## src/rtl/shift_left_seq_pkg.sv

```systemverilog
// Shared constants, state encodings and operand bundle for the sequential
// logical-left shifter.
package shift_left_seq_pkg;

    localparam int DATA_W     = 32;
    localparam int AMT_W      = 5;
    localparam int NUM_STAGES = 5;
    localparam int STAGE_W    = 3;

    localparam logic [STAGE_W-1:0] LAST_STAGE = STAGE_W'(NUM_STAGES - 1);

    localparam logic [1:0] ST_IDLE  = 2'd0;
    localparam logic [1:0] ST_SHIFT = 2'd1;
    localparam logic [1:0] ST_DONE  = 2'd2;

    typedef struct packed {
        logic [DATA_W-1:0] data;
        logic [AMT_W-1:0]  amt;
    } sll_req_t;

endpackage

```

## src/rtl/shift_left_seq_stage_mux.sv

```systemverilog
// One radix-2 stage of a logical-left barrel shifter, selected by stage index;
// reports whether any nonzero bit falls off the top.
module sll_stage_mux
    import shift_left_seq_pkg::*;
(
    input  logic [DATA_W-1:0]  word,
    input  logic [STAGE_W-1:0] stage,
    input  logic               en,
    output logic [DATA_W-1:0]  shifted,
    output logic               spill
);

    logic [DATA_W-1:0] shl;
    logic              top_nz;

    always_comb begin
        shl    = word;
        top_nz = 1'b0;
        case (stage)
            3'd0: begin shl = {word[30:0], 1'b0};  top_nz = word[31];      end
            3'd1: begin shl = {word[29:0], 2'b0};  top_nz = |word[31:30];  end
            3'd2: begin shl = {word[27:0], 4'b0};  top_nz = |word[31:28];  end
            3'd3: begin shl = {word[23:0], 8'b0};  top_nz = |word[31:24];  end
            3'd4: begin shl = {word[15:0], 16'b0}; top_nz = |word[31:16];  end
            default: begin shl = word;             top_nz = 1'b0;          end
        endcase
    end

    assign shifted = en ? shl : word;
    assign spill   = en & top_nz;

endmodule

```

## src/rtl/shift_left_seq.sv

```systemverilog
// Sequential 32-bit logical-left shifter: one reused stage mux walks the five
// distance bits MSB-first, so every operation costs exactly five busy cycles.
module shift_left_seq
    import shift_left_seq_pkg::*;
(
    input  logic              clock,
    input  logic              reset,
    input  logic              start,
    input  logic [DATA_W-1:0] in,
    input  logic [AMT_W-1:0]  shift_amt,
    output logic [DATA_W-1:0] out,
    output logic              ovf,
    output logic              busy,
    output logic              done
);

    logic [1:0]         state;
    sll_req_t           req_q;
    logic               acc;
    logic [STAGE_W-1:0] stage;

    logic [DATA_W-1:0]  mux_word;
    logic               mux_spill;
    logic               mux_en;

    // Distance bits are consumed from the captured copy so mid-operation input
    // changes cannot leak in.
    assign mux_en = req_q.amt[stage];

    sll_stage_mux u_stage (
        .word    (req_q.data),
        .stage   (stage),
        .en      (mux_en),
        .shifted (mux_word),
        .spill   (mux_spill)
    );

    always_ff @(posedge clock) begin
        if (reset) begin
            state <= ST_IDLE;
            req_q <= '0;
            acc   <= 1'b0;
            stage <= '0;
            out   <= '0;
            ovf   <= 1'b0;
        end else begin
            case (state)
                ST_IDLE, ST_DONE: begin
                    if (start) begin
                        req_q.data <= in;
                        req_q.amt  <= shift_amt;
                        acc        <= 1'b0;
                        stage      <= LAST_STAGE;
                        state      <= ST_SHIFT;
                    end else begin
                        state <= ST_IDLE;
                    end
                end
                ST_SHIFT: begin
                    req_q.data <= mux_word;
                    acc        <= acc | mux_spill;
                    if (stage == '0) begin
                        state <= ST_DONE;
                        out   <= mux_word;
                        ovf   <= acc | mux_spill;
                    end else begin
                        stage <= stage - 1'b1;
                    end
                end
                default: state <= ST_IDLE;
            endcase
        end
    end

    assign busy = (state == ST_SHIFT);
    assign done = (state == ST_DONE);

endmodule

```

## config.mk

```make
export PLATFORM = sky130hd
export DESIGN_NAME = shift_left_seq
export DESIGN_NICKNAME = d
export VERILOG_FILES = /design/src/rtl/shift_left_seq_pkg.sv /design/src/rtl/shift_left_seq_stage_mux.sv /design/src/rtl/shift_left_seq.sv
export SDC_FILE = /design/constraint.sdc
export NUM_CORES = 1
export LEC_CHECK = 0
export ABC_AREA = 1
export CAP_MARGIN = 20
export CORE_UTILIZATION = 43
export DETAILED_ROUTE_END_ITERATION = 12
export PLACE_DENSITY = 0.67
export SLEW_MARGIN = 10
export SYNTH_ARGS = -nofsm -noshare
export SYNTH_HDL_FRONTEND = slang
export SYNTH_HIERARCHICAL = 1
export SYNTH_SLANG_ARGS = --single-unit
```

## constraint.sdc

```tcl
create_clock -name clock -period 2.61 [get_ports clock]
set_input_delay 0.522 -clock clock [delete_from_list [all_inputs] [get_ports clock]]
set_output_delay 0.522 -clock clock [all_outputs]
set_load 0.02 [all_outputs]
```

==> parameters.txt <==
Parameter                              Value

Place
  Worst slack, placed    304 ps
  PortBufs    74
  Dpl cell area    5480 sq um
  Final RePlAce weighted congestion    0.923
  Post-DP HPWL    11.0 mm

Setup path
  Worst-path fanout max    11
  Setup Crit Path Kind    reg2out
  Worst Path Required    2090 ps
  Critical Path Source Type    flip-flop
  Setup crit end kind    primary output
  Critical path arrival    1890 ps

Finish
  Net count of the finished layout    881
  Leading cell type in the layout, fill and taps excluded    sky130_fd_sc_hd__nand2_1
  Commonest cells after routing, fill and taps aside    sky130_fd_sc_hd__nand2_1 (178), sky130_fd_sc_hd__nor2_1 (167), sky130_fd_sc_hd__nand3_1 (92)
  Fill cell count    1044
  Diodes inserted    0
  Fraction of layout cells with a size suffix above 1    0.0653
  Layout Area Growth over Synthesis    23.0%
  Finished Cell Area    5660 sq um

Yosys
  Post-synth ARST share    0
  Synthesized netlist net count    812
  Post-synth top area share    0.331
  Cell type with the highest aggregate area in the netlist    sky130_fd_sc_hd__dfxtp_1
  Primary flip-flop cell chosen by synthesis mapping    sky130_fd_sc_hd__dfxtp_1
  Post-synthesis sequential area ratio    0.331
  Cell area after synthesis    4600 sq um
  FF+latch count, synth    76
  Yosys warning count    6
  Mean instance size in the synthesized netlist    5.97 sq um
  Top post-synthesis cells by area    sky130_fd_sc_hd__dfxtp_1 (33%), sky130_fd_sc_hd__nand2_1 (15%), sky130_fd_sc_hd__nor2_1 (14%)
  Number of enable flip-flop cells after synthesis    0
  Number of unique standard cell types used by synthesis    26
  Mapped Cells    770

Routing
  Residual DRC    0
  Routed WL per cell    15.4 um
  Post-DR vias/cell    5.31
  Post-route antenna net violation count    0
  Routed via count    5195
  1st-iter DRT viols    408
  DRT Wirelength    15.1 mm
  Iteration count of the initial detailed-routing pass    5

Floorplan
  Die ar.    11100 sq um
  Effective utilization at floorplan    0.445
  Placeable Area    10300 sq um
  Io pins    75
  X dimension of the die    105 um
  Row count    37
  Overall die height    105 um

Timing
  Setup repair after global routing missed its margin    no
  Final period utilization    0.926
  Minimum clock period    2420 ps
  Setup TNS after final layout    0 ps
  Least setup slack across all paths after layout    194 ps
  Final Hold Viols    0
  Timing-limited maximum frequency    0.414 GHz
  Pins Over Slew Limit    0
  Largest clock skew in the final design    8.72 ps
  Tightest Pin Transition    869 ps
  Max-slew headroom    0.420
  Final setup violation count    0

Pwr
  Static leakage    2.52 nW
  Post-layout power    4.25 mW
  Worst IR drop on VDD    0.000407 V
  PwrDens    751 nW/um^2

GRT
  M3 GR Usage    0.0297
  Met1 track demand over resource in global routing    0.379
  Met2 track utilization from global routing    0.467
  Total global-route track usage    0.283
  GRT overflow    0
  Vias in the first global route    4920
  Initial antenna violation count    0
  First-pass GRT wire length    24.8 mm
  Peak-usage layer in the global routing report    met2
  Maximum number of pins on one net before global-route repair    67

Clock tree
  Number of resized instances in the post-cts repair step    0
  Level count of the clock H-tree    3
  Reg clk slew, reported paths    80 ps
  Post-cts hold buffer count    0
  CTS tree    done
  Buffers inserted by post-CTS timing repair    0
  Maximum buffer depth of the clock tree    2
  Number of buffers created by CTS    9
  Root Buffer Master    sky130_fd_sc_hd__clkbuf_8
  Source-to-sink clock delay at the later pin of the worst-skew pair    360 ps
  TritonCTS sink count    76

Run
  Max cap viols    0

Run status
  Status    finished clean

Hold path
  Min-delay worst type    reg2reg
-- sequential cells by signal (all words and copies together), names as in the netlist --
| register | count |
|---|---|
| acc | 1 |
| ovf | 1 |
| req_q | 37 |
| stage | 3 |
| state | 2 |
| out | 32 |
-- worst max-delay path, cell delays in order, from the launching register on --
cell and delay, ps:
sky130_fd_sc_hd__dfxtp_1 490, sky130_fd_sc_hd__inv_2 170, sky130_fd_sc_hd__nor2_2 220, sky130_fd_sc_hd__clkdlybuf4s50_1 650
-- Yosys cell counts (3+ instances only) --
cell and instances:
sky130_fd_sc_hd__nand2_1 178, sky130_fd_sc_hd__nor2_1 167, sky130_fd_sc_hd__nand3_1 92, sky130_fd_sc_hd__dfxtp_1 76
sky130_fd_sc_hd__inv_1 65, sky130_fd_sc_hd__o21ai_0 63, sky130_fd_sc_hd__a21oi_1 51, sky130_fd_sc_hd__buf_2 23
sky130_fd_sc_hd__clkbuf_1 11, sky130_fd_sc_hd__o211ai_1 8, sky130_fd_sc_hd__buf_6 5, sky130_fd_sc_hd__inv_2 5
sky130_fd_sc_hd__buf_4 3, sky130_fd_sc_hd__nand4_1 3, sky130_fd_sc_hd__nor2_2 3, sky130_fd_sc_hd__o22ai_1 3
-- area by class of cell --
cell class                 instances  area [sq um]  area share
inverter                          70           263      0.0464
multi-input combinational        581          2560       0.452
tap                              136           170      0.0301
timing repair buffer             101           968       0.171
sequential                        76          1520       0.269
clock inverter                     1          7.51     0.00133
clock buffer                      13           169      0.0299
-- logic make-up after synthesis --
| group | share of synthesized area |
|---|---|
| compound gates | 0.149 |
| fa+ha+maj | 0.00544 |
| flops | 0.331 |
| buf+inv | 0.113 |
| simple gates | 0.402 |
-- power breakdown --
group	total [mW]	switching [mW]	internal [mW]
combinational	1.87	1.19	0.681
clock	0.848	0.434	0.414
sequential	1.53	0.208	1.32
-- stage by stage --
step,std cells,utilization,hold WS [ps]
final,978,0.548,459
after CTS,978,0.548,459
after global placement,964,0.531,445
after detailed placement,964,0.531,448
after global routing,978,0.548,490
after floorplan,770,-,429
-- routing by layer --
metal  up-vias  share of wire
met3        20          0.074
met2       213           0.47
li1       2594              -
met4         0          0.016
met1      2368           0.44
met5         -              0
-- final timing paths --
kind / startpoint / endpoint / slack (ps) / cells past startpoint
worst max-delay path: state[0]$_SDFFE_PP0P_ / busy / 190 / 3
worst min-delay path: req_q[1]$_SDFFE_PP0P_ / req_q[1]$_SDFFE_PP0P_ / 460 / 2
worst max register to register: stage[1]$_SDFFE_PP0P_ / out[11]$_SDFFE_PP0P_ / 220 / 13
worst min register to register: req_q[1]$_SDFFE_PP0P_ / req_q[1]$_SDFFE_PP0P_ / 460 / 2
Power figures use the tool's default switching activity.
